$ cat src/rtl/keypad_scanner_if.sv
// Keypad matrix pins plus the debounced key outputs seen by the consumer.
// master = scanner side, slave = keypad/consumer side.
interface keypad_scanner_if;
   logic [3:0] row;
   logic [3:0] col;
   logic [3:0] key;
   logic       key_valid;
   logic       key_press;
   logic       multi;

   modport master (
      input  row,
      output col, key, key_valid, key_press, multi
   );

   modport slave (
      output row,
      input  col, key, key_valid, key_press, multi
   );
endinterface

$ cat src/rtl/keypad_scanner.sv
// 4x4 keypad column scanner with whole-scan debounce; press strobe lands on the scan-end clock.
// Latency press->key_press <= (DEBOUNCE_SCANS+1) scans + 3 clocks; no backpressure, outputs are levels/strobes.
module keypad_scanner #(
   parameter int SETTLE_CYCLES  = 1000,
   parameter int DEBOUNCE_SCANS = 4
) (
   input  logic              clk,
   input  logic              rst,
   keypad_scanner_if.master  kp
);

   localparam int CW = $clog2(SETTLE_CYCLES);
   localparam int SW = $clog2(DEBOUNCE_SCANS + 1);

   typedef enum logic [1:0] {CLS_NONE, CLS_KEY, CLS_MULTI} cls_t;

   typedef struct packed {
      cls_t       cls;
      logic [3:0] code;
   } scan_res_t;

   // Accumulator bit index is {column, row}.
   function automatic logic [3:0] key_code(input logic [3:0] idx);
      logic [3:0] c;
      case (idx)
         4'd0:  c = 4'h1;
         4'd1:  c = 4'h4;
         4'd2:  c = 4'h7;
         4'd3:  c = 4'h0;
         4'd4:  c = 4'h2;
         4'd5:  c = 4'h5;
         4'd6:  c = 4'h8;
         4'd7:  c = 4'hF;
         4'd8:  c = 4'h3;
         4'd9:  c = 4'h6;
         4'd10: c = 4'h9;
         4'd11: c = 4'hE;
         4'd12: c = 4'hA;
         4'd13: c = 4'hB;
         4'd14: c = 4'hC;
         default: c = 4'hD;
      endcase
      return c;
   endfunction

   logic [3:0]    rows_m, rows_s;
   logic [CW-1:0] settle_cnt;
   logic [1:0]    col_idx;
   logic [15:0]   acc;
   scan_res_t     hist;
   logic [SW-1:0] stable_cnt;

   logic [3:0]    col_r, key_r;
   logic          key_valid_r, key_press_r, multi_r;

   logic          sample;
   logic [15:0]   acc_next;
   logic [4:0]    n_pressed;
   scan_res_t     res;
   logic          same;
   logic [SW-1:0] stable_next;
   logic          accept;

   always_comb begin
      sample   = (settle_cnt == CW'(SETTLE_CYCLES - 1));
      acc_next = acc;
      acc_next[{col_idx, 2'b00} +: 4] = ~rows_s;

      n_pressed = '0;
      res.cls   = CLS_NONE;
      res.code  = 4'h0;
      for (int i = 0; i < 16; i++) begin
         n_pressed = n_pressed + {4'b0, acc_next[i]};
      end
      if (n_pressed == 5'd1) begin
         res.cls = CLS_KEY;
         for (int i = 0; i < 16; i++) begin
            if (acc_next[i]) res.code = key_code(4'(i));
         end
      end else if (n_pressed != 5'd0) begin
         res.cls = CLS_MULTI;
      end

      same = (res == hist);
      if (!same)
         stable_next = SW'(1);
      else if (stable_cnt == SW'(DEBOUNCE_SCANS))
         stable_next = stable_cnt;
      else
         stable_next = stable_cnt + SW'(1);

      // Fire only on the scan that first reaches the threshold, not while saturated.
      accept = (stable_next == SW'(DEBOUNCE_SCANS)) &&
               (!same || stable_cnt != SW'(DEBOUNCE_SCANS));
   end

   always_ff @(posedge clk or posedge rst) begin
      if (rst) begin
         rows_m      <= 4'hF;
         rows_s      <= 4'hF;
         settle_cnt  <= '0;
         col_idx     <= 2'd0;
         acc         <= '0;
         hist        <= '{cls: CLS_NONE, code: 4'h0};
         stable_cnt  <= '0;
         col_r       <= 4'b1110;
         key_r       <= 4'h0;
         key_valid_r <= 1'b0;
         key_press_r <= 1'b0;
         multi_r     <= 1'b0;
      end else begin
         rows_m      <= kp.row;
         rows_s      <= rows_m;
         key_press_r <= 1'b0;

         if (sample) begin
            acc        <= acc_next;
            settle_cnt <= '0;
            col_idx    <= col_idx + 2'd1;
            col_r      <= ~(4'b0001 << (col_idx + 2'd1));

            if (col_idx == 2'd3) begin
               hist       <= res;
               stable_cnt <= stable_next;
               if (accept) begin
                  case (res.cls)
                     CLS_KEY: begin
                        if (!(key_valid_r && key_r == res.code)) begin
                           key_r       <= res.code;
                           key_valid_r <= 1'b1;
                           multi_r     <= 1'b0;
                           key_press_r <= 1'b1;
                        end
                     end
                     CLS_MULTI: begin
                        multi_r     <= 1'b1;
                        key_valid_r <= 1'b0;
                     end
                     default: begin
                        key_valid_r <= 1'b0;
                        multi_r     <= 1'b0;
                     end
                  endcase
               end
            end
         end else begin
            settle_cnt <= settle_cnt + CW'(1);
         end
      end
   end

   assign kp.col       = col_r;
   assign kp.key       = key_r;
   assign kp.key_valid = key_valid_r;
   assign kp.key_press = key_press_r;
   assign kp.multi     = multi_r;

endmodule

$ cat src/flat_wrapper.sv
// flat-port wrapper written by rule: the top's interface ports become plain ports
module keypad_scanner_flat 
#(
   parameter int SETTLE_CYCLES  = 1000,
   parameter int DEBOUNCE_SCANS = 4
)
  (clk, rst, kp_row, kp_col, kp_key, kp_key_valid, kp_key_press, kp_multi);
  keypad_scanner_if kp_i ();
  input  logic clk;
  input  logic rst;
  input wire logic [$bits(kp_i.row)-1:0] kp_row;
  output wire logic [$bits(kp_i.col)-1:0] kp_col;
  output wire logic [$bits(kp_i.key)-1:0] kp_key;
  output wire logic [$bits(kp_i.key_valid)-1:0] kp_key_valid;
  output wire logic [$bits(kp_i.key_press)-1:0] kp_key_press;
  output wire logic [$bits(kp_i.multi)-1:0] kp_multi;
  assign kp_i.row = kp_row;
  assign kp_col = kp_i.col;
  assign kp_key = kp_i.key;
  assign kp_key_valid = kp_i.key_valid;
  assign kp_key_press = kp_i.key_press;
  assign kp_multi = kp_i.multi;
  keypad_scanner #(.SETTLE_CYCLES(SETTLE_CYCLES), .DEBOUNCE_SCANS(DEBOUNCE_SCANS)) u_core (.clk(clk), .rst(rst), .kp(kp_i));
endmodule
$ cat config.mk
export PLATFORM = sky130hd
export DESIGN_NAME = keypad_scanner_flat
export DESIGN_NICKNAME = d
export VERILOG_FILES = /design/src/rtl/keypad_scanner_if.sv /design/src/rtl/keypad_scanner.sv /design/src/flat_wrapper.sv
export SDC_FILE = /design/constraint.sdc
export NUM_CORES = 1
export LEC_CHECK = 0
export BUFFER_PORTS_ARGS = -buffer_cell sky130_fd_sc_hd__buf_4
export CAP_MARGIN = 30
export CORE_MARGIN = 4
export CORE_UTILIZATION = 45
export CTS_CLUSTER_DIAMETER = 60
export DETAILED_ROUTE_END_ITERATION = 7
export GPL_TIMING_DRIVEN = 0
export MAX_ROUTING_LAYER = met4
export SYNTH_ARGS = -nofsm -noshare
export SYNTH_HDL_FRONTEND = slang
export SYNTH_SLANG_ARGS = --single-unit
$ cat constraint.sdc
create_clock -name clk -period 6.3 [get_ports clk]
set_input_delay 0.63 -clock clk [delete_from_list [all_inputs] [get_ports clk]]
set_output_delay 0.63 -clock clk [all_outputs]
set_load 0.02 [all_outputs]
==> results of run 1 <==
==> cell type report <==
type,instances,area share [%]
tap,99,2.74
timing repair buffer,70,12.3
inverter,36,3.05
buffer,12,1.64
multi-input combinational,259,46.9
clock buffer,5,1.52
sequential,56,31.3
clock inverter,3,0.527
==> cells in the mapped netlist (2+ instances only) <==
cell       count
o21ai_0       14
dfrtp_1       45
dfstp_2       11
and2_1         6
buf_2          2
nor4b_2        2
buf_4          2
o311ai_0       2
inv_1         35
xnor2_1        7
nand2b_1       6
a31oi_1        4
clkbuf_1       8
or4_1          3
xor2_1         5
nand3b_1       2
nand4_1        6
nand2_1       31
o22ai_1        4
nor2b_1        7
nor2_1        36
a211oi_1       2
o22a_1         3
mux2_2         4
a2bb2oi_1      2
and3_1         2
ha_1          13
mux2_1         4
o21a_1         2
nand3_1        9
nor3_1         6
fa_1          10
o2111a_1       3
mux2i_1        4
nor3b_1        2
o211ai_1       3
a21oi_1       22
or3_1          3
==> repair_timing <==
item | 4_1_cts | 5_1_grt
gates cloned | 1 | 0
hold endpoints to repair | 0 | 0
buffers inserted | 46 | 11
endpoints found under the setup margin | 11 | 12
gates resized for setup | 17 | 23
pin swaps | 15 | 8
==> routing by layer <==
metal / wire (um) / vias to the layer above / global-route usage, %
li1: - / 1417 / -
met5: 0 / - / -
met4: 369 / 0 / 9.48
met1: 4040 / 1471 / 29.9
met2: 4220 / 103 / 32.7
met3: 436 / 38 / 2.97
==> path summary, 6_finish.rpt <==
check | slack [ns] | from | to | depth (start not counted)
min in group clk | 0.36 | u_core.rows_m[1]$_DFF_PP1_ | u_core.rows_s[1]$_DFF_PP1_ | 0
max in group asynchronous | 5.41 | rst | u_core.rows_s[3]$_DFF_PP1_ | 3
max | -0.54 | u_core.col_idx[0]$_DFFE_PP0N_ | u_core.kp.key[0]$_DFFE_PP0P_ | 27
min | 0.29 | rst | u_core.kp.key[0]$_DFFE_PP0P_ | 2
max reg2reg | -0.54 | u_core.col_idx[0]$_DFFE_PP0N_ | u_core.kp.key[0]$_DFFE_PP0P_ | 27
min reg2reg | 0.36 | u_core.rows_m[1]$_DFF_PP1_ | u_core.rows_s[1]$_DFF_PP1_ | 0
==> power groups by stage <==
stage,sequential (mW),clock (mW),combinational [mW]
finish,0.368,0.207,0.117
detailed placement,0.374,0,0.0904
floorplan,0.372,0,0.0701
global placement,0.374,0,0.0876
CTS,0.368,0.213,0.103
global route,0.369,0.230,0.129
==> through the flow <==
step / cell area [sq um] / setup TNS [ns] / util (%)
detailed placement: 3840 / -8.00 / 51.8
floorplan: 3570 / -2.27 / -
finish: 4510 / -3.90 / 60.9
global route: 4510 / -6.33 / 60.9
CTS: 4360 / -3.57 / 58.8
global placement: 3820 / -7.65 / 51.5
==> flip-flops by register name, summed over array words and instances, names as in the netlist <==
register / cells
u_core.acc: 16
u_core.rows_s: 4
u_core.kp.key_press: 1
u_core.rows_m: 4
u_core.kp.col: 4
u_core.kp.key_valid: 1
u_core.settle_cnt: 10
u_core.stable_cnt: 3
u_core.col_idx: 2
u_core.kp.multi: 1
u_core.kp.key: 4
u_core.hist: 6
==> cell families (layout without fill, tap and decap cells) <==
| family | count (synthesis) | after routing | synth area share (%) |
|---|---|---|---|
| fa+ha+maj | 23 | 23 | 10.3 |
| mux | 12 | 12 | 3.71 |
| simple gates | 133 | 133 | 20.9 |
| buf+inv | 49 | 126 | 5.74 |
| xor+xnor | 12 | 12 | 3.00 |
| flops | 56 | 56 | 40.3 |
| compound gates | 79 | 79 | 15.9 |
==> layout by cell type (no fill, tap or decap), types with 7 or more instances in the layout <==
cell and instances:
dfrtp_1 45, nor2b_1 7, buf_4 65, clkbuf_1 7, dfstp_2 11, o21ai_0 12
nor2_1 35, a21oi_1 21, fa_1 8, nand3_1 9, ha_1 11, inv_1 30
nand2_1 30
==> impl_metrics.yaml, run 1 <==
worst_setup_path:
  critPathCaptureType: "flop"
  startpoint_type: "flop"
  cpMostUsedCell: "fa_1"
  path_max_fanout: 5
  cpPeakStageDelay_ns: 0.53
  critical_path_class: "flop to flop"
  required_ns: 6.52
  cp_num_buf_inv: 8
  arrival_ns: 7.05
  cp_slowest_cell: "fa_1"
  cpLargestDelayFamily: "adder cells"
pwr:
  pwr-share-comb_pct: 16.9
  intPower_mw: 0.496
  p_per_area_mw_per_mm2: 153
  switching_share_pct: 28.4
  total_power_mw: 0.692
  clkPwrFrac_pct: 29.9
  ir_worst_vdd_mv: 0.0835
  seqPwrFrac_pct: 53.2
  p_leak_nw: 2.00
  power_switching_mw: 0.197
global_route:
  grt-ovfl-total: 0
  grt_usage_pct: 21.9
  grt_pass1_vias: 2890
  grt_max_degree: 40
  grt_antenna_before_repair: 0
  grt_pass1_wl_mm: 14.9
synth:
  syn_nets: 393
  avgSynthCellArea_sq_um: 9.63
  synth_seq_cells: 56
  synth_top_cells_by_area: "dfrtp_1, dfstp_2, fa_1"
  synth_top_area_share_pct: 32.1
  synth-async-reset-ratio_pct: 100
  synth_top_area_cell: "dfrtp_1"
  syn-cell-area_sq_mm: 0.00351
  ys.flop_type: "dfrtp_1"
  synth_seq_area_share_pct: 40.3
  synth_edf_count: 0
  yosysWarnings: 0
  yosys.cell_types.count: 70
  synthCells: 364
clock_tree:
  clkTransAtPathRegs_ns: 0.11
  clkLatencyLatePin_ns: 0.32
  clockRootBuffer: "clkbuf_8"
  cts_hold_buf: 0
  clk_path_buf_depth: 2
  cts_made_buffers: 5
  cts_tree: "done"
  cts.sinks: 56
  htree_num_levels: 2
cells_and_area:
  multi_input_comb_area_sq_mm: 0.00212
  drive_above_1_share_pct: 33.3
  area_growth_pct: 28.7
  regArea_sq_mm: 0.00142
  final_nets: 469
  num-fill-cells: 644
  antenna-diode-count: 0
  final_cells: 540
place:
  io_buffers: 16
  dp_cells: 480
  pre_cts_slack_ns: -0.989
  globalplace.congestion: 0.831
  hpwl_mm: 5.83
die:
  floorplan.rows: 31
  boundaryPins: 17
  die_w_um: 96.3
  die_y_um: 96.3
  dieArea_sq_mm: 0.00927
  coreArea_sq_mm: 0.00741
  start_util_pct: 47.3
timing:
  timing.fmax_mhz: 146
  min_period_ns: 6.84
  period_share_pct: 109
  rsz0062_at_grt: "true"
  worst_slack_ns: -0.537
  maxSlewViolCount: 0
  worstMarginPinSlew_ns: 0.735
  relSlewSlack_pct: 50.8
  setup_viol: 10
  hold_viol_final: 0
  hold_ws_ns: 0.289
  fin_skew_ns: 0.00977
drt:
  drtIter0Drc: 161
  routedWlPerCell_um: 16.8
  drc: 0
  viasPerCell: 5.61
  wirelength_mm: 9.07
  first_pass_iters: 5
  num_vias: 3029
  postRouteAntennaNets: 0
run:
  maxCapViolations: 0
min_path:
  hold_class: "input pin to asynchronous set/reset pin"
status:
  status: "finished, violations left"
  violations: "setup timing"
Note: power is estimated with default switching activity, not from simulation.
==> run 2: changes to the inputs <==
--- a/config.mk
+++ b/config.mk
@@ -5,14 +5,15 @@
 export SDC_FILE = /design/constraint.sdc
 export NUM_CORES = 1
 export LEC_CHECK = 0
-export BUFFER_PORTS_ARGS = -buffer_cell sky130_fd_sc_hd__buf_4
+export BUFFER_PORTS_ARGS = -buffer_cell sky130_fd_sc_hd__buf_2
 export CAP_MARGIN = 30
 export CORE_MARGIN = 4
-export CORE_UTILIZATION = 45
+export CORE_UTILIZATION = 25
 export CTS_CLUSTER_DIAMETER = 60
 export DETAILED_ROUTE_END_ITERATION = 7
 export GPL_TIMING_DRIVEN = 0
 export MAX_ROUTING_LAYER = met4
+export RECOVER_POWER = 25
 export SYNTH_ARGS = -nofsm -noshare
 export SYNTH_HDL_FRONTEND = slang
 export SYNTH_SLANG_ARGS = --single-unit
==> run 2 against run 1 <==
Effect of this change: the flow still finishes with violations (setup timing); non-clock buffer count fell by 24; fmax fell by 1.2%; die area rose by 72%; combinational power rose by 9%; setup slack got worse by 0.085 ns; cell area fell by 1.3%; global-route usage fell by 10 points; sequential share of layout area rose by 0.40 points; critical path depth fell by 2; clock skew rose by 0.00064 ns; worst hold slack improved by 0.068 ns; cell count rose by 11%; critical endpoint is now u_core.kp.key[3]$_DFFE_PP0P_; largest cell class unchanged; highest routed layer unchanged.
==> impl_metrics.yaml, run 2 (synthesis results as in run 1) <==
clock_tree:
  clkLatencyLatePin_ns: 0.30
  clk_path_buf_depth: 2
  clockRootBuffer: "clkbuf_16"
  htree_num_levels: 2
  clkTransAtPathRegs_ns: 0.08
  cts_hold_buf: 0
  cts.sinks: 56
  cts_made_buffers: 5
  cts_tree: "done"
pwr:
  ir_worst_vdd_mv: 0.111
  p_per_area_mw_per_mm2: 174
  switching_share_pct: 26.2
  p_leak_nw: 1.93
  clkPwrFrac_pct: 35.9
  seqPwrFrac_pct: 47.6
  power_switching_mw: 0.203
  intPower_mw: 0.571
  pwr-share-comb_pct: 16.5
timing:
  hold_viol_final: 0
  maxSlewViolCount: 0
  tns_ns: -4.99
  worstMarginPinSlew_ns: 1.05
  timing.fmax_mhz: 144
  setup_viol: 10
  rsz0062_at_grt: "true"
  period_share_pct: 110
  fin_skew_ns: 0.0104
  worst_slack_ns: -0.622
  min_period_ns: 6.92
  relSlewSlack_pct: 30.2
global_route:
  grt_usage_pct: 11.5
  grt-ovfl-total: 0
  grt_pass1_wl_mm: 14.8
  grt_antenna_before_repair: 0
  grt_max_degree: 33
  grt_pass1_vias: 2981
cells_and_area:
  final_cell_mix: "dfrtp_1, nor2_1, inv_1"
  area_growth_pct: 27.1
  reg_top3: "u_core.acc (16), u_core.settle_cnt (10), u_core.hist (6)"
  drive_above_1_share_pct: 29.5
  fin_area_sq_mm: 0.00446
  fin_util_pct: 32.2
  layout_commonest_cell: "dfrtp_1"
  top_register: "u_core.acc"
  largest_reg_flops: 16
  final_nets: 445
  final_cells: 597
  antenna-diode-count: 0
worst_setup_path:
  critPathCaptureType: "flop"
  startpoint_type: "flop"
  cpMostUsedCell: "fa_1"
  path_max_fanout: 7
  arrival_ns: 7.10
  cp.depth: 25
  r2r.worst_path.cells: 25
  cpPeakStageDelay_ns: 0.52
  r2r_end: "u_core.kp.key[3]$_DFFE_PP0P_"
  cpLargestDelayFamily: "adder cells"
  r2r_start: "u_core.col_idx[0]$_DFFE_PP0N_"
  required_ns: 6.48
  cp_num_buf_inv: 8
  cp-endpoint: "u_core.kp.key[3]$_DFFE_PP0P_"
  worstSetupStartpoint: "u_core.col_idx[0]$_DFFE_PP0N_"
  critical_path_class: "flop to flop"
  cp_slowest_cell: "fa_1"
  ff2ff_setup_slack_ns: -0.62
place:
  io_buffers: 16
  globalplace.congestion: 0.835
  hpwl_mm: 6.14
  post_dp_cell_area_sq_mm: 0.00390
  dp_cells: 561
drt:
  drtIter0Drc: 145
  wirelength_mm: 8.63
  viasPerCell: 4.68
  postRouteAntennaNets: 0
  drc: 0
  routedWlPerCell_um: 14.5
  first_pass_iters: 4
  num_vias: 2791
die:
  boundaryPins: 17
  floorplan.rows: 43
  dieArea_sq_mm: 0.0160
  coreArea_sq_mm: 0.0138
  start_util_pct: 25.4
  die_w_um: 126
  die_y_um: 126
min_path:
  min_from: "u_core.rows_m[2]$_DFF_PP1_"
  hold_class: "flop to flop"
status:
  violations: "setup timing"
  status: "finished, violations left"
run:
  maxCapViolations: 0
[run 2: cell types whose count changed in the layout (fill, tap and decap cells not counted), sizes merged]
| cell | delta |
|---|---|
| buf | -24 |
| clkinv | +2 |
| clkinvlp | -2 |
[run 2: power by group through the flow]
stage          Clock [mW]  Combinational [mW]  Sequential (mW)
3_3_place_gp            0              0.0865            0.374
5_1_grt             0.302               0.139            0.368
6_report            0.278               0.128            0.368
3_5_place_dp            0              0.0910            0.374
2_1_floorplan           0              0.0701            0.372
4_1_cts             0.287               0.111            0.368
[run 2: through the flow]
step | total power, mW | hold slack (ns) | setup slack [ns]
final | 0.773 | 0.357 | -0.622
after detailed placement | 0.465 | 0.347 | -1.04
after global routing | 0.809 | 0.364 | -0.908
after floorplan | 0.443 | 0.345 | -0.365
after global placement | 0.461 | 0.347 | -0.902
after CTS | 0.766 | 0.357 | -0.614
[run 2: cell type report]
type	count	area, sq um
plain buffers	12	70.1
clock buffers	5	125
clock inverters	3	18.8
fillers	1393	9370
inverters	36	143
multi-input cells	259	2120
flip-flops and latches	56	1420
well taps	180	225
repair buffers	46	337
[run 2: what timing repair did]
item,CTS,global route
resized for setup,28,15
setup endpoints to repair,11,11
pin swaps,25,20
setup buffers,19,11
[run 2: worst min path at each step]
stage	to	depth (start not counted)
5_1_grt	u_core.rows_s[0]$_DFF_PP1_	0
2_1_floorplan	u_core.rows_s[0]$_DFF_PP1_	0
3_5_place_dp	u_core.rows_s[1]$_DFF_PP1_	0
3_3_place_gp	u_core.rows_s[1]$_DFF_PP1_	0
6_report	u_core.rows_s[2]$_DFF_PP1_	0
4_1_cts	u_core.rows_s[1]$_DFF_PP1_	0
[run 2: routing by layer]
layer / track usage [%] / up-vias / part of all wire [%]
met4: 2.84 / 0 / 1.4
met3: 1.81 / 10 / 2.7
li1: - / 1363 / -
met2: 19.7 / 45 / 51
met1: 14.3 / 1373 / 45
met5: - / - / 0
[run 2: worst register-to-register path, delay by kind of cell, from the launching register on]
family          cells  cell delay, ns
simple gates        6            1.72
fa+ha+maj           7            2.92
compound gates      3            0.72
buf+inv             8            0.75
mux                 1            0.29
flops               1            0.40
